<file path="src/rtl/col_block_result_serializer.sv">
// Serializes one wide beat of bf16 column-block results into narrow slices,
// tagging each slice with its first row, a last-slice flag, a NaN flag and a beat index.
module col_block_result_serializer #(
    parameter int PARALLEL_ROW   = 32,
    parameter int FP_WIDTH       = 16,
    parameter int EXP_WIDTH      = 8,
    parameter int MANTISSA_WIDTH = 7,
    parameter int SIGN_WIDTH     = 1,
    parameter int OUT_LANES      = 4,
    parameter int BEAT_CNT_WIDTH = 8,
    localparam int NUM_SLICES    = PARALLEL_ROW / OUT_LANES,
    localparam int ROW_IDX_W     = $clog2(PARALLEL_ROW)
) (
    input  logic                             clk,
    input  logic                             rst_n,
    input  logic [PARALLEL_ROW*FP_WIDTH-1:0] fp_col_block_result,
    input  logic                             fp_col_block_result_vld,
    output logic                             fp_col_block_result_rdy,
    output logic [OUT_LANES*FP_WIDTH-1:0]    out_data,
    output logic                             out_vld,
    input  logic                             out_rdy,
    output logic [ROW_IDX_W-1:0]             out_row_idx,
    output logic                             out_last,
    output logic                             out_nan,
    output logic [BEAT_CNT_WIDTH-1:0]        out_beat_cnt
);

    localparam int SLICE_W    = OUT_LANES * FP_WIDTH;
    localparam int SC_W       = (NUM_SLICES > 1) ? $clog2(NUM_SLICES) : 1;
    localparam int LANE_SHIFT = $clog2(OUT_LANES);
    localparam logic [SC_W-1:0] LAST_SLICE = SC_W'(NUM_SLICES - 1);

    typedef enum logic {
        EMPTY = 1'b0,
        BUSY  = 1'b1
    } state_e;

    state_e                           state_q;
    logic [PARALLEL_ROW*FP_WIDTH-1:0] beatReg_q;
    logic [SC_W-1:0]                  sliceCnt_q;
    logic [SC_W-1:0]                  sliceCnt_d;
    logic [BEAT_CNT_WIDTH-1:0]        beatCnt_q;
    logic [BEAT_CNT_WIDTH-1:0]        beatCnt_d;

    logic             full;
    logic             inFire;
    logic             outFire;
    logic             lastFire;
    logic [SLICE_W-1:0] sliceData;
    logic             sliceNan;

    assign full       = (state_q == BUSY);
    assign out_last   = full && (sliceCnt_q == LAST_SLICE);
    assign outFire    = full && out_rdy;
    assign lastFire   = outFire && out_last;
    // Ready looks through to out_rdy so a new beat can load on the final slice's handshake.
    assign fp_col_block_result_rdy = !full || lastFire;
    assign inFire     = fp_col_block_result_vld && fp_col_block_result_rdy;
    assign sliceCnt_d = sliceCnt_q + SC_W'(1);
    assign beatCnt_d  = beatCnt_q + BEAT_CNT_WIDTH'(1);

    always_comb begin
        sliceData = '0;
        for (int s = 0; s < NUM_SLICES; s++) begin
            if (sliceCnt_q == SC_W'(s)) begin
                sliceData = beatReg_q[s*SLICE_W +: SLICE_W];
            end
        end
    end

    // A lane is NaN when its exponent is all ones and its mantissa is nonzero; infinity is not.
    always_comb begin
        sliceNan = 1'b0;
        for (int j = 0; j < OUT_LANES; j++) begin
            if ((&sliceData[j*FP_WIDTH + FP_WIDTH - SIGN_WIDTH - 1 -: EXP_WIDTH]) &&
                (|sliceData[j*FP_WIDTH +: MANTISSA_WIDTH])) begin
                sliceNan = 1'b1;
            end
        end
    end

    assign out_vld      = full;
    assign out_data     = sliceData;
    assign out_nan      = full && sliceNan;
    assign out_row_idx  = ROW_IDX_W'(sliceCnt_q) << LANE_SHIFT;
    assign out_beat_cnt = beatCnt_q;

    always_ff @(posedge clk or negedge rst_n) begin
        if (!rst_n) begin
            state_q    <= EMPTY;
            beatReg_q  <= '0;
            sliceCnt_q <= '0;
            beatCnt_q  <= '0;
        end else begin
            case (state_q)
                EMPTY: begin
                    if (inFire) begin
                        beatReg_q  <= fp_col_block_result;
                        sliceCnt_q <= '0;
                        state_q    <= BUSY;
                    end
                end
                BUSY: begin
                    if (lastFire) begin
                        beatCnt_q  <= beatCnt_d;
                        sliceCnt_q <= '0;
                        if (inFire) begin
                            beatReg_q <= fp_col_block_result;
                        end else begin
                            state_q <= EMPTY;
                        end
                    end else if (outFire) begin
                        sliceCnt_q <= sliceCnt_d;
                    end
                end
                default: begin
                    state_q <= EMPTY;
                end
            endcase
        end
    end

endmodule

</file>
<file path="config.mk">
export PLATFORM = sky130hd
export DESIGN_NAME = col_block_result_serializer
export DESIGN_NICKNAME = d
export VERILOG_FILES = /design/src/rtl/col_block_result_serializer.sv
export SDC_FILE = /design/constraint.sdc
export NUM_CORES = 1
export LEC_CHECK = 0
export ABC_AREA = 1
export CAP_MARGIN = 20
export CORE_MARGIN = 2
export CORE_UTILIZATION = 51
export DETAILED_ROUTE_END_ITERATION = 12
export GPL_ROUTABILITY_DRIVEN = 0
export PLACE_DENSITY_LB_ADDON = 0.12
export SLEW_MARGIN = 20
export SYNTH_ARGS = -nofsm -noshare
export SYNTH_HDL_FRONTEND = slang
export SYNTH_SLANG_ARGS = --single-unit
export TNS_END_PERCENT = 10
</file>
<file path="constraint.sdc">
create_clock -name clk -period 3.3 [get_ports clk]
set_input_delay 0.33 -clock clk [delete_from_list [all_inputs] [get_ports clk]]
set_output_delay 0.33 -clock clk [all_outputs]
set_load 0.01 [all_outputs]
</file>
Word-level counts from Yosys, hierarchy flattened
Index checks and enable logic that the tools add are counted.
Cells by class
  reductions and logical operators: 22
  add/sub/neg operators: 2
  magnitude comparators: 0
  bitwise operators: 1
  shift operators: 0
  mux-type cells: 22
  multipliers: 0
  divide/modulo/power cells: 0
  equal/unequal tests: 10
Operators by type and width (count)
  $mux W512: 2
  $pmux W512 S2: 1
  $mux W64: 8
  $reduce_and A8 Y1: 4
  $reduce_or A7 Y1: 4
  $eq A3 B3 Y1 const B: 4
  $logic_and A1 B1 Y1: 9
  $mux W3: 3
  $add A8 B1 Y8 const B: 1
  $eq A3 B2 Y1 const B: 2
  $mux W1: 6
  $pmux W3 S2: 1
  $reduce_and A2 Y1: 2
  $add A3 B1 Y3 const B: 1
  $eq A3 B1 Y1 const B: 1
  $logic_not A3 Y1: 1
  $ne A3 B1 Y1 const B: 1
  $ne A2 B1 Y1 const B: 1
  $ne A2 B2 Y1 const B: 1
  $pmux W1 S2: 1
  $logic_not A1 Y1: 1
  $logic_or A1 B1 Y1: 1
  $not A1 Y1: 1
Storage, ports and cells
  register bits after elaboration: 524
  memories kept: 0
  input bits: 516
  output and inout bits: 81
  bits in writable memories: 0
  bits in latches: 0
  ROM bits: 0

Logic depth before layout (Yosys ltp)
Gate-level depths: netlist of the first run.
  word-level depth: 16
  gate-level depth with buffers: 22

Worst setup path after synthesis of the first run
No wires, ideal clock.
  kind: register to output
  start: register sliceCnt_q[2]
  end: output port out_nan
  path buffers: 4
  arrival time: 2.493 ns
  cell stages (with the launch flop): 19
  path slack: 0.477 ns
  path through: dfrtp_1 -> buf_6 -> inv_6 -> buf_2 -> ha_1 -> inv_2 -> clkbuf_1 -> clkbuf_1 -> nand3_1 -> nand3_1 -> nand2_1 -> nand2_1 -> a21oi_1 -> nand2_1 -> nor2_1 -> nand3_1 -> nand2_1 -> nor2_1 -> nor2_1
On the way
  cells in the longest elaborated chain, start to end: 16
  elaborated cells between the ends (all ways): 33
RTL lines
  start: declaration: RTL line 40  | logic [SC_W-1:0] sliceCnt_q;
  start signal: assignment: RTL line 113  | sliceCnt_q <= sliceCnt_d;
  $logic_not A3 Y1: RTL line 65  | if (sliceCnt_q == SC_W'(s)) begin
  $mux W64 (7 in a row): RTL line 65
  $mux W64 (*): RTL line 65
  via out_data[13]: RTL line 19  | output logic [OUT_LANES*FP_WIDTH-1:0] out_data,
  $reduce_and A8 Y1 (*): RTL line 75  | if ((&sliceData[j*FP_WIDTH + FP_WIDTH - SIGN_WIDTH - 1 -: EXP_WIDTH]) &&
  $logic_and A1 B1 Y1 (*): RTL line 75
  $mux W1 (*) (4 in a row): RTL line 75
  $logic_and A1 B1 Y1 (*): RTL line 84  | assign out_nan = full && sliceNan;
  end: declaration: RTL line 24  | output logic out_nan,
Mark *: on every way through the listed nets, which the timed path passes. The rest lies on a longest branch.

Final worst setup path of the first run
  start: register sliceCnt_q[1]
  end: output port out_nan
On the way
  cells in the longest elaborated chain, start to end: 16
  elaborated cells between the ends (all ways): 33
RTL lines (RTL line)
  $logic_not A3 Y1: 65
  $mux W64 (7 in a row): 65
  $mux W64 (*): 65
  $reduce_and A8 Y1 or $reduce_or A7 Y1 (tied branches): 75, 76
  $logic_and A1 B1 Y1: 75
  $mux W1 (3 in a row): 75
  $mux W1 (*): 75
  $logic_and A1 B1 Y1 (*): 84
Mark *: on every way between the ends. The rest lies on a longest branch, timed or not.

==> run metrics, run 1 <==
Synth Warn #=0; clock sinks=524; fin crit period=3710 ps; CTS tree=yes; Synth top area share=50.4%; Die X=230 microns; synthesis-to-layout area growth=47.3%; Crit path arrival time=roughly 3400 ps; post-route cell area=38,300 sq um; initial drt markers=3,933; CP Capture Type=output pin; sequential share of the synthesized area=50.4%; Vias/cell=5.43; Yosys reg bits=roughly 520; Post-Synthesis Cells=3,710; worst skew pair latency=640 ps; setup ws final=-408 ps; Die Ht=230 microns; Port Buffers=594; Avg Cell Area, Syn=7.01 sq um; vias in the first global route=26,500; worst hold-check path type=in -> reg; max_cap viols=0; Rows=82; crit-path max FO=10; hpwl dp=roughly 80,000 microns; routed vias=28,000; root buffer cell=clkbuf_16; initial antenna violation count=between 40 and 50; failing checks=setup timing; drt first pass iters=6; Slew Limit Fails=0; worst slack on hold paths=223 ps; Final Skew=38.2 ps; dpl cell area=33,900 sq um; total gr overflow=0; CP dominant cell by count=nand2_2; required time worst endpoint=2970 ps; GRT Util Overall=approximately two fifths; DR WL/cell=around 22 microns; first-pass GRT wire length=163,000 microns; CP peak stage delay=420 ps; clock tree buffer depth=3; H-tree levels=2; final hold viol count=0; largest net degree at the start of global routing=188; status=complete, but fails checks; CP Launch Type=flop; top cells by area, synth=dfrtp_1 50%, nand2_1 30%, nand3_1 3.4%; final setup vio count=46; total I/O pin count=597; Place WS=-524 ps; die area=~53,000 sq um; Clk pin slew, worst setup/hold paths=about 80 ps; nets=4,927; Distinct cells, synth=34; slew of the pin with the lowest slew margin=~700 ps; Synth Cell Area=26,000 sq um; RSZ-0062 raised after global routing=true; drt total wl=113,000 microns; maximum vdd drop=0.696 mV; fraction of layout cells with a size suffix above 1=between 10% and 20%; Final ANT Viol Nets=0; critical-path cell list=inv_2 > ha_4 > buf_6 > nor2_4 > buf_12 > clkbuf_16 > nand2_2 > nand3_2 > nand2_1 > nand2_2 > nand2_2 > nand2_1 > a21boi_2 > nand2_1 > nor2_1 > nand2_2 > nand3_4 > nand2_4 > nor2_4 > nor2_4 > buf_6; core area=around 50,000 sq um; total CTS buffers=55; Pleak=about 20 nW; Max Clock Freq=270 MHz; cell taking the most area after synthesis=dfrtp_1; # DRC=0; P per Cell Area=~1000 nW/um^2; Crit Path Class=reg -> out; initial core utilization=slightly above 50%; Final Cycle Share=112%; Slowest cell on crit path=dfrtp_1; Rel. slew slack=~53%
## stage by stage
stage	utilization, %	instances	total power, mW	TNS, ps
6_report	76.2	5160	39.1	-3560
5_1_grt	76.2	5147	40.8	-10260
4_1_cts	74.5	5102	37.0	-2090
3_5_place_dp	67.4	4966	28.3	-1230
3_3_place_gp	67.4	4966	28.0	-902
2_1_floorplan	-	3711	19.0	0
## worst max-delay path: cells and delay by family (launching register included)
kind                     cells  cell delay [ps]
AND/OR/NAND/NOR             14             1250
AO/OA/AOI/OAI                1              170
adder cells (fa/ha/maj)      1              210
buffers and inverters        5              670
flip-flops                   1              420
## synthesized netlist by cell type (all sizes together)
| master | n |
|---|---|
| a211oi | 2 |
| a21boi | 20 |
| a21oi | 23 |
| a31oi | 2 |
| buf | 131 |
| clkbuf | 83 |
| clkinv | 1 |
| conb | 1 |
| dfrtp | 524 |
| ha | 7 |
| inv | 239 |
| nand2 | 2115 |
| nand3 | 178 |
| nand3b | 1 |
| nor2 | 231 |
| o211ai | 3 |
| o21ai | 98 |
| o31ai | 2 |
| or2 | 42 |
| xnor2 | 3 |
| xor2 | 4 |
## cell families (layout without fill, tap and decap cells)
family          Yosys count  after routing  share of synthesized area (%)
simple gates           2567           2567                           38.4
flops                   524            524                           50.4
buf+inv                 454           1191                           7.45
compound gates          150            150                           3.17
fa+ha+maj                 7              7                          0.337
xor+xnor                  7              7                          0.236
other cells               1             42                         0.0144
## routing by layer
layer / vias up / share of wire, % / track usage (%)
li1: 12600 / - / -
met1: 13100 / 38 / 54.2
met2: 1860 / 43 / 59.4
met3: 446 / 12 / 12.9
met4: 28 / 6.6 / 24.7
met5: - / 0.16 / 0
## area by class of cell
cell class	instances	area, sq um
flip-flops and latches	524	13100
clock buffers	78	1600
fillers	3661	12000
repair buffers	850	8830
inverters	240	951
multi-input cells	2733	12500
diodes	40	100
clock inverters	23	389
well taps	672	841
## registers in the layout, indices dropped and copies added, names as in the netlist
name	flops
beatReg_q	512
out_vld	1
out_beat_cnt	8
sliceCnt_q	3
## worst paths after layout
| path | start | end | slack [ps] | cells past startpoint |
|---|---|---|---|---|
| worst min register to register | out_beat_cnt[7]$_DFFE_PN0P_ | out_beat_cnt[7]$_DFFE_PN0P_ | 470 | 1 |
| max in group asynchronous | rst_n | beatReg_q[388]$_DFFE_PN0P_ | 2050 | 4 |
| worst max register to register | sliceCnt_q[1]$_DFFE_PN0P_ | beatReg_q[54]$_DFFE_PN0P_ | -40 | 13 |
| worst max-delay path | sliceCnt_q[1]$_DFFE_PN0P_ | out_nan | -410 | 21 |
| min in group asynchronous | rst_n | beatReg_q[123]$_DFFE_PN0P_ | 240 | 2 |
| worst min-delay path | fp_col_block_result[114] | beatReg_q[114]$_DFFE_PN0P_ | 220 | 3 |
## where the power goes
group          internal [mW]  total [mW]  switching (mW)
Combinational           8.40        20.3            11.9
Clock                   4.16        6.95            2.79
Sequential              9.58        11.8            2.25
Total                   22.1        39.1            16.9
## cell usage in the layout (no fill, tap or decap), drive strengths merged
cell type	synthesis	routed
nand2	2115	2115
clkdlybuf4s50	0	527
dfrtp	524	524
buf	131	268
inv	239	240
nor2	231	231
nand3	178	178
o21ai	98	98
clkbuf	83	85
or2	42	42
diode	0	40
dlygate4sd2	0	30
a21oi	23	23
a21boi	20	20
clkinv	1	12
bufinv	0	10
dlymetal6s2s	0	7
ha	7	7
clkdlybuf4s15	0	6
xor2	4	4
bufbuf	0	4
o211ai	3	3
xnor2	3	3
a31oi	2	2
conb	1	2
a211oi	2	2
o31ai	2	2
nand3b	1	1
clkinvlp	0	1
dlygate4sd3	0	1
## what timing repair did
| item | in CTS | in global routing |
|---|---|---|
| cloned | 9 | 6 |
| hold buffers | 1 | 0 |
| hold endpoints to repair | 49 | 0 |
| buffers inserted | 27 | 12 |
| endpoints found under the setup margin | 67 | 144 |
| pin swaps | 94 | 85 |
| resized for setup | 401 | 158 |
Note: power is estimated with default switching activity, not from simulation.
==> run 2, diff against run 1 <==
--- a/config.mk
+++ b/config.mk
@@ -5,11 +5,10 @@
 export SDC_FILE = /design/constraint.sdc
 export NUM_CORES = 1
 export LEC_CHECK = 0
-export ABC_AREA = 1
 export CAP_MARGIN = 20
-export CORE_MARGIN = 2
-export CORE_UTILIZATION = 51
+export CORE_AREA = 2 2 232 234
 export DETAILED_ROUTE_END_ITERATION = 12
+export DIE_AREA = 0 0 234 236
 export GPL_ROUTABILITY_DRIVEN = 0
 export PLACE_DENSITY_LB_ADDON = 0.12
 export SLEW_MARGIN = 20
==> constraint.sdc (replaced) <==
create_clock -name clk -period 3.6 [get_ports clk]
set_input_delay 0.36 -clock clk [delete_from_list [all_inputs] [get_ports clk]]
set_output_delay 0.36 -clock clk [all_outputs]
set_load 0.01 [all_outputs]
==> run 2 against run 1 <==
Compared with the run above:
- the flow still finishes with violations (setup timing)
- clock skew fell by 13 ps
- non-clock buffer count up 13
- wire length decreased by 12%
- synthesized cell count decreased by 46%
- highest routed layer unchanged
==> run metrics, run 2 <==
status=complete, but fails checks (unchanged); failing checks=setup timing (unchanged); most frequent cell after synthesis=dfrtp_1 (was nand2_1); Die Ht=236 microns (was 230 microns); Die X=234 microns (was 230 microns); Final ANT Viol Nets=0 (unchanged); largest net degree at the start of global routing=117 (was 188); Synth Cell Area=24,700 sq um (was 26,000 sq um); Synth top area share=53.2% (was 50.4%); die area=55,200 sq um (was 52,800 sq um); dpl cell area=33,000 sq um (was 33,900 sq um); Max Clock Freq=249 MHz; hpwl dp=75,900 microns (was 80,300 microns); setup ws final=-417 ps (was -408 ps); worst hold-check path type=in -> reg (unchanged); drt first pass iters=5 (was 6); Post-Synthesis Cells=2,021 (was 3,710); vias in the first global route=21,800 (was 26,500); P per Cell Area=920 nW/um^2 (was 1020 nW/um^2); Pleak=15.1 nW (was 20.4 nW); Crit Path Class=reg -> out (unchanged); clock sinks=524 (unchanged); first-pass GRT wire length=143,000 microns (was 163,000 microns); top cells by area, synth=dfrtp_1 53%, mux2_2 22%, nand2_1 2.4% (was dfrtp_1 50%, nand2_1 30%, nand3_1 3.4%); most frequent cells in the layout=553 x clkdlybuf4s50_1, 521 x dfrtp_1, 486 x mux2_2, 233 x buf_4, 156 x nand2_1 (was 1,988 x nand2_1, 527 x clkdlybuf4s50_1, 523 x dfrtp_1, 228 x inv_1, 205 x nor2_1); GRT Util Overall=35.6% (was 41.1%); Avg Cell Area, Syn=12.2 sq um (was 7.01 sq um); maximum vdd drop=0.494 mV (was 0.696 mV); CP Launch Type=flop (unchanged); total gr overflow=0 (unchanged); asr flop ratio synth=100% (unchanged); worst skew pair latency=620 ps (was 640 ps); H-tree levels=2 (unchanged); post-route cell area=35,700 sq um (was 38,300 sq um); setup TNS=-2930 ps (was -3560 ps); initial core utilization=46.5% (was 51.7%); CP Capture Type=output pin (unchanged); Place WS=-475 ps (was -524 ps); Final Cycle Share=112%; nets=3,297 (was 4,927); sequential share of the synthesized area=53.2% (was 50.4%); fill count=3,938 (was 3,661); initial drt markers=1,854 (was 3,933); CTS tree=yes (unchanged); total I/O pin count=597 (unchanged); clock tree buffer depth=3 (unchanged); fraction of layout cells with a size suffix above 1=35.2% (was 16.5%); initial antenna violation count=23 (was 49); max reg flops=512 (unchanged); total CTS buffers=55 (unchanged); Slew Limit Fails=0 (unchanged); crit-path max FO=10 (unchanged); drt total wl=99,200 microns (was 113,000 microns); Vias/cell=5.95 (was 5.43); Final Skew=25.4 ps (was 38.2 ps); # DRC=0 (unchanged); final setup vio count=20 (was 46); slew of the pin with the lowest slew margin=800 ps (was 702 ps); Reg with most FFs=beatReg_q (unchanged); Port Buffers=594 (unchanged); DR WL/cell=28.1 microns (was 21.8 microns); RSZ-0062 raised after global routing=true (unchanged); Rel. slew slack=46.6% (was 52.7%); Yosys reg bits=524 (unchanged); routed vias=21,000 (was 28,000); final hold viol count=0 (unchanged); R2R setup slack=600 ps (was -40 ps); synthesis-to-layout area growth=45.0% (was 47.3%); final core utilization=67.3% (was 76.2%); required time worst endpoint=3240 ps (was 2970 ps); Crit path arrival time=3660 ps (was 3380 ps); core area=53,100 sq um (was 50,300 sq um); max_cap viols=0 (unchanged); worst slack on hold paths=300 ps (was 223 ps); Synth Warn #=0 (unchanged); fin crit period=4020 ps; cell taking the most area after synthesis=dfrtp_1 (unchanged); most common cell after layout, fill and taps aside=clkdlybuf4s50_1 (was nand2_1); Post-synth top cells=524 x dfrtp_1, 486 x mux2_2, 158 x nand2_1, 106 x o21ai_0, 104 x buf_2 (was 2,112 x nand2_1, 524 x dfrtp_1, 231 x inv_1, 228 x nor2_1, 178 x nand3_1); root buffer cell=clkbuf_16 (unchanged); dominant synthesized flop cell=dfrtp_1 (unchanged); Distinct cells, synth=85 (was 34); Post-synth EDFFs=0 (unchanged); Rows=85 (was 82); Clk pin slew, worst setup/hold paths=60 ps (was 80 ps)
run 2: cell count changes in the layout (fill, tap and decap cells not counted), moves of 72 or more:
| cell | before | now |
|---|---|---|
| a21oi_1 | 7 | 79 |
| nand2_2 | 98 | 1 |
| inv_1 | 228 | 32 |
| mux2_2 | 0 | 486 |
| nand3_2 | 81 | 0 |
| nand2_1 | 1988 | 156 |
| nor2_1 | 205 | 24 |
run 2: area by class of cell:
| cell class | count | area, sq um | share of cell area (%) |
|---|---|---|---|
| clock buffers | 75 | 1570 | 4.40 |
| multi-input cells | 1295 | 11200 | 31.3 |
| diodes | 18 | 45.0 | 0.126 |
| clock inverters | 27 | 338 | 0.945 |
| repair buffers | 863 | 8490 | 23.8 |
| flip-flops and latches | 524 | 13100 | 36.7 |
| inverters | 35 | 131 | 0.368 |
| well taps | 696 | 871 | 2.44 |
run 2: cell families (layout without fill, tap and decap cells):
group,after synthesis,after routing,synth area share [%]
AOI/OAI and AO/OA,435,435,12.3
xor gates and xnor gates,7,7,0.249
adders and majority gates,7,7,0.355
buffers and inverters,203,1000,3.94
DFF,524,524,53.2
muxes,495,495,22.6
other,1,20,0.0152
and+or+nand+nor,349,349,7.35
run 2: worst paths after layout:
check / startpoint / endpoint / cells past startpoint
worst max-delay path: sliceCnt_q[0]$_DFFE_PN0P_ / out_nan / 11
worst min-delay path: fp_col_block_result[479] / beatReg_q[479]$_DFFE_PN0P_ / 3
worst max register to register: sliceCnt_q[2]$_DFFE_PN0P_ / beatReg_q[72]$_DFFE_PN0P_ / 9
worst min register to register: out_beat_cnt[7]$_DFFE_PN0P_ / out_beat_cnt[7]$_DFFE_PN0P_ / 1
max in group asynchronous: rst_n / beatReg_q[194]$_DFFE_PN0P_ / 3
min in group asynchronous: rst_n / out_beat_cnt[0]$_DFFE_PN0P_ / 2
run 2: what timing repair did:
| action | CTS | global route |
|---|---|---|
| setup endpoints to repair | 61 | 41 |
| hold endpoints to repair | 90 | 0 |
| pin swaps | 18 | 21 |
| hold buffers | 1 | 0 |
| setup buffers | 12 | 6 |
| cloned | 1 | 0 |
| resized for setup | 151 | 71 |
run 2: report_power, final:
group / internal (mW) / leakage (nW) / switching (mW)
Sequential: 8.76 / 6.40 / 2.11
Combinational: 8.44 / 7.79 / 7.52
Clock: 3.57 / 0.931 / 2.49
run 2: per-stage QoR:
stage,cells,power (mW)
2_1_floorplan,2022,17.1
3_3_place_gp,3393,25.4
3_5_place_dp,3393,25.6
4_1_cts,3509,32.4
5_1_grt,3532,34.2
6_report,3533,32.9
run 2: critical path, cell delays in order (launching register included):
cell       delay, ps
dfrtp_2          470
inv_2            130
ha_4             220
nor3b_4          260
buf_4            170
a221o_1          140
o211ai_1         200
a32oi_1          310
or4b_4           550
a211o_1          330
o2111ai_1         90
buf_4            180
run 2: per-layer routing:
| metal | routed length, microns | vias up | global-route usage, % |
|---|---|---|---|
| li1 | - | 9004 | - |
| met1 | 38200 | 10600 | 44.3 |
| met2 | 47400 | 1074 | 58.1 |
| met3 | 7030 | 306 | 6.20 |
| met4 | 6520 | 10 | 20.8 |
| met5 | 70 | - | 0 |
